File: config.mk
export PLATFORM = sky130hd
export DESIGN_NAME = snake_body_scanner
export DESIGN_NICKNAME = d
export VERILOG_FILES = /design/src/rtl/snake_body_scanner.sv
export SDC_FILE = /design/constraint.sdc
export NUM_CORES = 1
export LEC_CHECK = 0
export ABC_CLOCK_PERIOD_IN_PS = 3100
export CAP_MARGIN = 20
export CORE_MARGIN = 2
export CORE_UTILIZATION = 45
export DETAILED_ROUTE_END_ITERATION = 16
export HOLD_SLACK_MARGIN = 0.12
export PLACE_DENSITY = 0.7
export SYNTH_ARGS = -nofsm -noshare
export SYNTH_HDL_FRONTEND = slang
export SYNTH_SLANG_ARGS = --single-unit
export TNS_END_PERCENT = 100
File: constraint.sdc
create_clock -name clk -period 3.1 [get_ports clk]
set_input_delay 0.62 -clock clk [delete_from_list [all_inputs] [get_ports clk]]
set_output_delay 0.62 -clock clk [all_outputs]
set_load 0.005 [all_outputs]
File: src/rtl/snake_body_scanner.sv
// Scans the snake segment memory for the lowest-index segment occupying a queried cell.
// One address per cycle with a one-cycle read latency; stops at the first match.
module snake_body_scanner #(
    parameter  int unsigned MAX_LEN = 64,
    parameter  int unsigned COORD_W = 6,
    localparam int unsigned IDX_W   = $clog2(MAX_LEN),
    localparam int unsigned LEN_W   = IDX_W + 1
) (
    input  logic               clk,
    input  logic               rst_n,
    input  logic               query_valid,
    output logic               query_ready,
    input  logic [COORD_W-1:0] query_x,
    input  logic [COORD_W-1:0] query_y,
    input  logic [LEN_W-1:0]   snake_len,
    input  logic               skip_head,
    output logic [IDX_W-1:0]   seg_addr,
    input  logic [COORD_W-1:0] seg_x,
    input  logic [COORD_W-1:0] seg_y,
    output logic               result_valid,
    output logic               result_hit,
    output logic [IDX_W-1:0]   result_idx
);

    typedef enum logic [1:0] {IDLE, SCAN, DONE} state_t;

    state_t             state;
    logic [COORD_W-1:0] qx;
    logic [COORD_W-1:0] qy;
    logic [LEN_W-1:0]   qlen;
    logic               cmp_vld;
    logic [IDX_W-1:0]   cmp_idx;

    logic [LEN_W-1:0]   eff_len;
    logic               empty;
    logic               match;
    logic               last;

    // Acceptance-time decode and compare on the data returned for cmp_idx
    always_comb begin
        eff_len = (snake_len > LEN_W'(MAX_LEN)) ? LEN_W'(MAX_LEN) : snake_len;
        empty   = (eff_len == '0) || (skip_head && (eff_len == LEN_W'(1)));
        match   = cmp_vld && (seg_x == qx) && (seg_y == qy);
        last    = cmp_vld && ((LEN_W'(cmp_idx) + LEN_W'(1)) == qlen);
    end

    always_ff @(posedge clk or negedge rst_n) begin
        if (!rst_n) begin
            state        <= IDLE;
            query_ready  <= 1'b0;
            result_valid <= 1'b0;
            result_hit   <= 1'b0;
            result_idx   <= '0;
            seg_addr     <= '0;
            qx           <= '0;
            qy           <= '0;
            qlen         <= '0;
            cmp_vld      <= 1'b0;
            cmp_idx      <= '0;
        end else begin
            result_valid <= 1'b0;
            case (state)
                IDLE: begin
                    query_ready <= 1'b1;
                    if (query_valid && query_ready) begin
                        query_ready <= 1'b0;
                        qx          <= query_x;
                        qy          <= query_y;
                        qlen        <= eff_len;
                        cmp_vld     <= 1'b0;
                        if (empty) begin
                            state        <= DONE;
                            result_valid <= 1'b1;
                            result_hit   <= 1'b0;
                            result_idx   <= '0;
                        end else begin
                            state    <= SCAN;
                            seg_addr <= IDX_W'(skip_head);
                        end
                    end
                end
                SCAN: begin
                    // Keep prefetching; the address saturates at the last valid entry
                    cmp_vld <= 1'b1;
                    cmp_idx <= seg_addr;
                    if ((LEN_W'(seg_addr) + LEN_W'(1)) < qlen) begin
                        seg_addr <= seg_addr + IDX_W'(1);
                    end
                    if (match) begin
                        state        <= DONE;
                        result_valid <= 1'b1;
                        result_hit   <= 1'b1;
                        result_idx   <= cmp_idx;
                    end else if (last) begin
                        state        <= DONE;
                        result_valid <= 1'b1;
                        result_hit   <= 1'b0;
                        result_idx   <= '0;
                    end
                end
                DONE: begin
                    state       <= IDLE;
                    query_ready <= 1'b1;
                end
                default: begin
                    state       <= IDLE;
                    query_ready <= 1'b0;
                end
            endcase
        end
    end

endmodule

==> results.sh, run 1 <==
export IMPL_drive_above_1_share_pct=6.45
export IMPL_die_w_um=76.3
export IMPL_track_usage_pct=20.0
export IMPL_grt_overflow_total=0
export IMPL_place_congestion=0.872
export IMPL_cts_made_buffers=5
export IMPL_synth_cells=257
export IMPL_startpoint_type="flip-flop"
export IMPL_status="finished clean"
export IMPL_syn_nets=300
export IMPL_r2r_slack_ps=430
export IMPL_slew_viol_final=0
export IMPL_worstSetupStartpoint="seg_addr[0]$_DFFE_PN0P_"
export IMPL_fin_tns_setup_ps=0
export IMPL_tightest_slew_ps=951
export IMPL_syn2layout_area_growth_pct=29.0
export IMPL_post_cts_resized=0
export IMPL_syn_avg_cell_area_um2=9.14
export IMPL_critPathKind="flip-flop to flip-flop"
export IMPL_post_cts_buffers=0
export IMPL_synth_most_common_cell="nand2_1"
export IMPL_ctsLongestPathBuffers=2
export IMPL_synth_top_area_share_pct=45.8
export IMPL_nets=353
export IMPL_ys_ff_latch=43
export IMPL_crit_path_max_fanout=10
export IMPL_numClockSinks=43
export IMPL_synth_warnings=0
export IMPL_htree_levels=2
export IMPL_ctsHoldBuffers=0
export IMPL_grt_pass1_vias=1924
export IMPL_root_buffer="clkbuf_8"
export IMPL_reg2reg_depth=9
export IMPL_dieHeight_um=76.3
export IMPL_fin_cells=380
export IMPL_fin_crit_ps=2670
export IMPL_fp_coreArea_mm2=0.00507
export IMPL_grt_max_degree=44
export IMPL_ys_flop_type="dfrtp_1"
export IMPL_io_pins=50
export IMPL_critPathRequiredTime_ps=3270
export IMPL_relSlewSlack_pct=36.6
export IMPL_timing_rr_start="seg_addr[0]$_DFFE_PN0P_"
export IMPL_cts_tree="yes"
export IMPL_arrival_ps=2840
export IMPL_fin_ws_ps=425
export IMPL_async_flop_share_pct=100
export IMPL_synth_area_leaders="dfrtp_1, nand2_1, xnor2_1, ha_1, nand3_1"
export IMPL_drcViolationCount=0
export IMPL_post_route_util_pct=59.7
export IMPL_avgViaCountPerCell=5.15
export IMPL_fillCellCount=475
export IMPL_r2r_end="seg_addr[2]$_DFFE_PN0P_"
export IMPL_finalClockSkew_ps=1.93
export IMPL_synth_distinct_cells=41
export IMPL_whs_ps=469
export IMPL_diodes=0
export IMPL_io_buffers=49
export IMPL_synth_top_cell_by_area="dfrtp_1"
export IMPL_setup_viol=0
export IMPL_wl_per_cell_um=14.0
export IMPL_rows=26
export IMPL_yosys_top_cells_count="nand2_1, dfrtp_1, xnor2_1"
export IMPL_hold_viol=0
export IMPL_dp_cells=373
export IMPL_grt_pass1_wl_um=9240
export IMPL_end_kind="flip-flop"
export IMPL_yosysSeqAreaShare_pct=45.8
export IMPL_fmax_ghz=0.374
export IMPL_power_density_mw_per_mm2=923
export IMPL_synth_area_mm2=0.00235
export IMPL_worstSkewPairLatency_ps=290
export IMPL_post_dp_hpwl_um=3920
export IMPL_antenna_found_initial=0
export IMPL_wirelength_um=5320
export IMPL_cap_violations=0
export IMPL_synth_edf_count=0
export IMPL_p_leak_nw=1.37
export IMPL_fin_crit_sh_pct=86.3
export IMPL_vdd_ir_drop_max_uv=467
export IMPL_min_path_type="input pin to async pin"
export IMPL_num_vias=1956
export IMPL_antenna_left=0
export IMPL_rsz0062_at_grt="no"
export IMPL_path_clk_slew_ps=80
export IMPL_dr_pass1_iters=4
export IMPL_drt_first_iter_violations=119
export IMPL_pre_cts_slack_ps=445
export IMPL_die_area_mm2=0.00582
export IMPL_initial_utilization_pct=46.3
==> final cells by class <==
type	count	area [um2]	area share, %
Clock buffer	6	72.6	2.39
Clock inverter	1	30.0	0.991
Inverter	12	45.0	1.49
Multi-Input combinational cell	194	1200	39.5
Sequential cell	43	1080	35.5
Tap cell	70	87.6	2.89
Timing Repair Buffer	54	523	17.3
==> layer usage <==
metal	vias to the layer above	part of all wire, %	GRT usage [%]
li1	982	-	-
met1	921	48	28.0
met2	46	46	30.5
met3	7	4.5	4.98
met4	0	1.4	6.36
met5	-	0	0
==> sequential cells by signal (all words and copies together), names as in the netlist <==
name	flops
qlen	7
cmp_idx	6
qx	6
qy	6
result_idx	6
seg_addr	6
state	2
cmp_vld	1
query_ready	1
result_hit	1
result_valid	1
==> kinds of logic (layout without fill, tap and decap cells) <==
family	Yosys count	in the layout	synth area share, %
adder cells (fa/ha/maj)	8	8	4.26
AO/OA/AOI/OAI	34	34	11.3
flip-flops	43	43	45.8
buffers and inverters	20	73	3.25
AND/OR/NAND/NOR	126	126	25.5
multiplexers	2	2	0.905
XOR/XNOR	24	24	8.95
==> worst max-delay path: stages, from the launching register on <==
cell and delay (ps):
dfrtp_1 510, ha_1 260, nand3_1 120, xnor2_1 210
ha_1 280, a21o_1 160, a21o_1 210, a2111oi_4 550
nand2_1 130, mux2i_1 130
==> placed cells by master (no fill, tap or decap), types with 2 or more instances in the layout <==
cell | synthesis | routed
nor2_1 | 5 | 5
buf_4 | 0 | 5
xnor2_1 | 20 | 20
clkbuf_8 | 0 | 5
clkdlybuf4s50_1 | 0 | 48
nand3_1 | 19 | 19
nand4_1 | 3 | 3
nor4_1 | 3 | 3
o211ai_1 | 6 | 6
dfrtp_1 | 43 | 43
xor2_1 | 4 | 4
inv_1 | 12 | 12
nor2b_1 | 2 | 2
ha_1 | 8 | 8
a211oi_1 | 3 | 3
a21boi_1 | 2 | 2
nand3b_1 | 8 | 8
a21o_1 | 2 | 2
nand2_1 | 74 | 74
and3_1 | 3 | 3
nand2b_1 | 4 | 4
o21ai_0 | 8 | 8
==> per-stage QoR <==
| stage | area, um2 | power (W) |
|---|---|---|
| detailed placement | 2930 | 0.00239 |
| floorplan | 2350 | 0.00195 |
| CTS | 3030 | 0.00282 |
| global placement | 2930 | 0.00235 |
| finish | 3030 | 0.00280 |
| global route | 3030 | 0.00307 |
==> where the power goes <==
part           switching, W  internal, W
Clock              0.000186     0.000236
Combinational      0.000661     0.000677
Sequential         0.000247     0.000791
==> worst max-delay path by stage <==
stage,endpoint,slack [ps],cells after the start
3_3_place_gp,seg_addr[2]$_DFFE_PN0P_,500,9
2_1_floorplan,seg_addr[2]$_DFFE_PN0P_,670,9
4_1_cts,seg_addr[2]$_DFFE_PN0P_,430,9
3_5_place_dp,seg_addr[2]$_DFFE_PN0P_,440,9
5_1_grt,seg_addr[2]$_DFFE_PN0P_,180,9
6_report,seg_addr[2]$_DFFE_PN0P_,430,9
Power figures use the tool's default switching activity.
==> inputs of run 2 (changes only) <==
--- a/config.mk
+++ b/config.mk
@@ -8,10 +8,10 @@
 export ABC_CLOCK_PERIOD_IN_PS = 3100
 export CAP_MARGIN = 20
 export CORE_MARGIN = 2
-export CORE_UTILIZATION = 45
+export CORE_UTILIZATION = 25
 export DETAILED_ROUTE_END_ITERATION = 16
 export HOLD_SLACK_MARGIN = 0.12
-export PLACE_DENSITY = 0.7
+export PLACE_DENSITY = 0.43
 export SYNTH_ARGS = -nofsm -noshare
 export SYNTH_HDL_FRONTEND = slang
 export SYNTH_SLANG_ARGS = --single-unit
==> results.sh, run 2 (same netlist as run 1, synthesis figures left out) <==
export IMPL_nets=355
export IMPL_fin_ws_ps=505
export IMPL_ctsLongestPathBuffers=2
export IMPL_io_pins=50
export IMPL_post_cts_resized=0
export IMPL_critPathRequiredTime_ps=3270
export IMPL_grt_use_met3_pct=2.01
export IMPL_post_dp_hpwl_um=4530
export IMPL_antenna_found_initial=0
export IMPL_crit_slowest_cell="a2111oi_4"
export IMPL_arrival_ps=2770
export IMPL_fmax_ghz=0.385
export IMPL_post_cts_buffers=0
export IMPL_dieHeight_um=101
export IMPL_finalClockSkew_ps=8.80
export IMPL_top_register="qlen"
export IMPL_htree_levels=2
export IMPL_die_w_um=101
export IMPL_numClockSinks=43
export IMPL_gr_usage_met2_pct=19.4
export IMPL_end_kind="flip-flop"
export IMPL_cap_violations=0
export IMPL_drive_above_1_share_pct=7.67
export IMPL_timing_rr_start="seg_addr[1]$_DFFE_PN0P_"
export IMPL_setup_viol=0
export IMPL_antenna_left=0
export IMPL_grt_pass1_vias=1919
export IMPL_io_buffers=49
export IMPL_path_clk_slew_ps=90
export IMPL_grt_pass1_wl_um=9940
export IMPL_finalInstanceArea_mm2=0.00312
export IMPL_startpoint_type="flip-flop"
export IMPL_initial_utilization_pct=25.6
export IMPL_final_cell_mix="nand2_1, clkdlybuf4s50_1, dfrtp_1"
export IMPL_crit_path_max_fanout=9
export IMPL_met1_usage_pct=18.2
export IMPL_fin_crit_sh_pct=83.7
export IMPL_top_usage_layer="met2"
export IMPL_syn2layout_area_growth_pct=32.8
export IMPL_tightest_slew_ps=579
export IMPL_diodes=0
export IMPL_wl_per_cell_um=14.4
export IMPL_worstSkewPairLatency_ps=300
export IMPL_fin_crit_ps=2590
export IMPL_dr_pass1_iters=4
export IMPL_slowest_delay_ps=550
export IMPL_whs_ps=247
export IMPL_largest_register_ffs=7
export IMPL_die_area_mm2=0.0102
export IMPL_drcViolationCount=0
export IMPL_layout_cells_most_common="nand2_1"
export IMPL_vdd_ir_drop_max_uv=419
export IMPL_drt_first_iter_violations=37
export IMPL_fp_coreArea_mm2=0.00920
export IMPL_root_buffer="clkbuf_8"
export IMPL_cts_made_buffers=5
export IMPL_slew_viol_final=0
export IMPL_critPathKind="flip-flop to flip-flop"
export IMPL_min_path_type="input pin to async pin"
export IMPL_fin_tns_setup_ps=0
export IMPL_relSlewSlack_pct=61.3
export IMPL_track_usage_pct=12.6
export IMPL_grt_overflow_total=0
export IMPL_placed_cell_area_mm2=0.00299
export IMPL_worstSetupStartpoint="seg_addr[1]$_DFFE_PN0P_"
export IMPL_cts_tree="yes"
export IMPL_ctsHoldBuffers=0
export IMPL_place_congestion=0.818
export IMPL_p_leak_nw=1.39
export IMPL_hold_viol=0
export IMPL_finalPower_w=0.00285
export IMPL_power_density_mw_per_mm2=915
export IMPL_status="finished clean"
export IMPL_rows=35
export IMPL_cp_cell_sequence="ha_1 -> nand3_1 -> xnor2_1 -> ha_1 -> a21o_1 -> a21o_1 -> a2111oi_4 -> nand2_1 -> mux2i_1"
export IMPL_pre_cts_slack_ps=509
export IMPL_wirelength_um=6110
export IMPL_avgViaCountPerCell=4.55
export IMPL_grt_max_degree=44
export IMPL_rsz0062_at_grt="no"
export IMPL_num_vias=1929
[run 2: changes by cell type in the layout (fill, tap and decap cells not counted)]
| cell | before | now |
|---|---|---|
| buf_4 | 5 | 6 |
| clkinv_2 | 0 | 1 |
| clkinv_4 | 0 | 1 |
| buf_12 | 0 | 1 |
| clkbuf_1 | 1 | 0 |
[run 2: power breakdown]
part / internal, W / total (W) / switching (W)
logic: 0.000688 / 0.00138 / 0.000691
clock network: 0.000240 / 0.000441 / 0.000201
registers: 0.000791 / 0.00103 / 0.000243
total: 0.00172 / 0.00285 / 0.00114
[run 2: per-layer routing]
metal	vias to the layer above	part of all wire, %
met2	33	45
met1	900	51
met3	6	2.6
met4	0	1.2
li1	990	-
met5	-	0
[run 2: final cells by class]
cell class	count	area [um2]
fill	988	6080
sequential	43	1080
tap	111	139
multi-input combinational	194	1200
clock inverter	3	43.8
inverter	12	45.0
clock buffer	5	68.8
timing repair buffer	56	551
[run 2: path summary, 6_finish.rpt]
| check | to | slack [ps] | cells past startpoint |
|---|---|---|---|
| setup / recovery | seg_addr[2]$_DFFE_PN0P_ | 510 | 9 |
| hold / removal | seg_addr[0]$_DFFE_PN0P_ | 250 | 1 |
| setup reg to reg | seg_addr[2]$_DFFE_PN0P_ | 510 | 9 |
| hold reg to reg | qx[0]$_DFFE_PN0P_ | 500 | 2 |
| max in group asynchronous | qx[0]$_DFFE_PN0P_ | 2350 | 2 |
| min in group clk | qx[0]$_DFFE_PN0P_ | 500 | 2 |
[run 2: per-stage QoR]
stage	util, %	cells
CTS	33.7	423
finish	33.9	424
detailed placement	32.5	415
global route	33.9	424
floorplan	-	257
global placement	32.5	415
[run 2: critical path: cells and delay by family, from the launching register on]
kind,cells,cell delay [ps]
compound gates,3,920
fa+ha+maj,2,520
flops,1,430
simple gates,2,260
xor+xnor,1,210
mux,1,130
==> inputs of run 3 (changes only) <==
--- a/config.mk
+++ b/config.mk
@@ -5,7 +5,7 @@
 export SDC_FILE = /design/constraint.sdc
 export NUM_CORES = 1
 export LEC_CHECK = 0
-export ABC_CLOCK_PERIOD_IN_PS = 3100
+export ABC_CLOCK_PERIOD_IN_PS = 2450
 export CAP_MARGIN = 20
 export CORE_MARGIN = 2
 export CORE_UTILIZATION = 25
==> constraint.sdc (replaced) <==
create_clock -name clk -period 2.45 [get_ports clk]
set_input_delay 0.49 -clock clk [delete_from_list [all_inputs] [get_ports clk]]
set_output_delay 0.49 -clock clk [all_outputs]
set_load 0.005 [all_outputs]
==> results.sh, run 3 (same netlist as run 1, synthesis figures left out) <==
export IMPL_status="finished clean"
export IMPL_end_kind="flip-flop"
export IMPL_critPathRequiredTime_ps=2650
export IMPL_htree_levels=2
export IMPL_grt_overflow_total=0
export IMPL_cts_made_buffers=5
export IMPL_cp_common_cell="a21o_1"
export IMPL_crit_slowest_cell="dfrtp_1"
export IMPL_initial_utilization_pct=25.6
export IMPL_die_w_um=101
export IMPL_antenna_found_initial=0
export IMPL_relSlewSlack_pct=51.8
export IMPL_avgViaCountPerCell=4.61
export IMPL_cp_cell_sequence="ha_2 -> nand3_2 -> xnor2_2 -> ha_1 -> a21o_1 -> a21o_1 -> a2111oi_4 -> buf_6 -> nand2_1 -> mux2i_1"
export IMPL_dr_pass1_iters=4
export IMPL_root_buffer="clkbuf_8"
export IMPL_slew_viol_final=0
export IMPL_place_congestion=0.758
export IMPL_drt_first_iter_violations=67
export IMPL_io_pins=50
export IMPL_dieHeight_um=101
export IMPL_fp_coreArea_mm2=0.00920
export IMPL_hold_viol=0
export IMPL_fmax_ghz=0.434
export IMPL_die_area_mm2=0.0102
export IMPL_finalClockSkew_ps=7.82
export IMPL_startpoint_type="flip-flop"
export IMPL_diodes=0
export IMPL_post_route_util_pct=35.3
export IMPL_timing_rr_start="seg_addr[1]$_DFFE_PN0P_"
export IMPL_fin_crit_sh_pct=94.1
export IMPL_grt_max_degree=44
export IMPL_io_buffers=49
export IMPL_pre_cts_slack_ps=-25.2
export IMPL_slowest_delay_ps=370
export IMPL_fin_ws_ps=145
export IMPL_power_density_mw_per_mm2=1190
export IMPL_wirelength_um=6380
export IMPL_crit_path_max_fanout=9
export IMPL_cap_violations=0
export IMPL_path_clk_slew_ps=90
export IMPL_post_dp_hpwl_um=4640
export IMPL_setup_viol=0
export IMPL_largest_register_ffs=7
export IMPL_antenna_left=0
export IMPL_worstSkewPairLatency_ps=300
export IMPL_track_usage_pct=13.6
export IMPL_ctsHoldBuffers=0
export IMPL_r2r_slack_ps=150
export IMPL_p_leak_nw=1.47
export IMPL_grt_pass1_wl_um=10600
export IMPL_vdd_ir_drop_max_uv=353
export IMPL_nets=366
export IMPL_num_vias=2005
export IMPL_critPathKind="flip-flop to flip-flop"
export IMPL_rows=35
export IMPL_fin_tns_setup_ps=0
export IMPL_r2r_end="seg_addr[2]$_DFFE_PN0P_"
export IMPL_drcViolationCount=0
export IMPL_numClockSinks=43
export IMPL_syn2layout_area_growth_pct=38.1
export IMPL_arrival_ps=2510
export IMPL_top_register="qlen"
export IMPL_wl_per_cell_um=14.7
export IMPL_layout_cells_most_common="nand2_1"
export IMPL_cts_tree="yes"
export IMPL_final_cell_mix="nand2_1, clkdlybuf4s50_1, dfrtp_1"
export IMPL_reg2reg_depth=10
export IMPL_drive_above_1_share_pct=13.0
export IMPL_grt_pass1_vias=2109
export IMPL_min_path_type="input pin to async pin"
export IMPL_fin_crit_ps=2300
export IMPL_tightest_slew_ps=722
export IMPL_ctsLongestPathBuffers=2
## run 3: changes by cell type in the layout (fill, tap and decap cells not counted), sizes merged
cell,delta
buf,+11
## run 3: cell type report
class | count | area, um2
sequential | 43 | 1080
clock buffer | 5 | 68.8
inverter | 12 | 45.0
timing repair buffer | 67 | 637
tap | 111 | 139
clock inverter | 3 | 43.8
multi-input combinational | 194 | 1240
fill | 979 | 5950
## run 3: power by group
| group | internal, W | switching [W] |
|---|---|---|
| sequential | 0.00100 | 0.000274 |
| combinational | 0.00101 | 0.000985 |
| clock | 0.000304 | 0.000277 |
| total | 0.00232 | 0.00154 |
## run 3: through the flow
stage                     cells  total power (W)  hold WS [ps]  cell area [um2]
after floorplan             257          0.00246           194             2350
after global placement      427          0.00320           481             3090
after detailed placement    427          0.00321           484             3090
after CTS                   435          0.00381           155             3200
after global routing        435          0.00421           164             3250
final                       435          0.00385           146             3250
## run 3: what timing repair did
action	4_1_cts	5_1_grt
gates resized for setup	0	8
pin swaps	1	6
hold endpoints to repair	0	0
buffers inserted	0	1
endpoints found under the setup margin	2	6
## run 3: worst max path at each step
stage / endpoint / slack (ps) / from
after CTS: seg_addr[2]$_DFFE_PN0P_ / 10 / seg_addr[0]$_DFFE_PN0P_
after global routing: seg_addr[2]$_DFFE_PN0P_ / -4 / seg_addr[0]$_DFFE_PN0P_
final: seg_addr[2]$_DFFE_PN0P_ / 150 / seg_addr[1]$_DFFE_PN0P_
after detailed placement: seg_addr[2]$_DFFE_PN0P_ / -30 / seg_addr[0]$_DFFE_PN0P_
after global placement: seg_addr[2]$_DFFE_PN0P_ / 3 / seg_addr[0]$_DFFE_PN0P_
after floorplan: seg_addr[2]$_DFFE_PN0P_ / 20 / seg_addr[0]$_DFFE_PN0P_
## run 3: worst max-delay path, delay by kind of cell, from the launching register on
family | cells | cell delay, ps
multiplexers | 1 | 110
adder cells (fa/ha/maj) | 2 | 490
buffers and inverters | 1 | 170
AO/OA/AOI/OAI | 3 | 740
flip-flops | 1 | 370
AND/OR/NAND/NOR | 2 | 160
XOR/XNOR | 1 | 160
## run 3: per-layer routing
metal	part of all wire, %	wire (um)	GRT usage [%]	vias up
li1	-	-	-	1012
met1	50	3160	19.3	947
met2	46	2960	20.8	42
met3	2.8	176	1.66	4
met4	1.1	71	6.13	0
met5	0	0	0	-
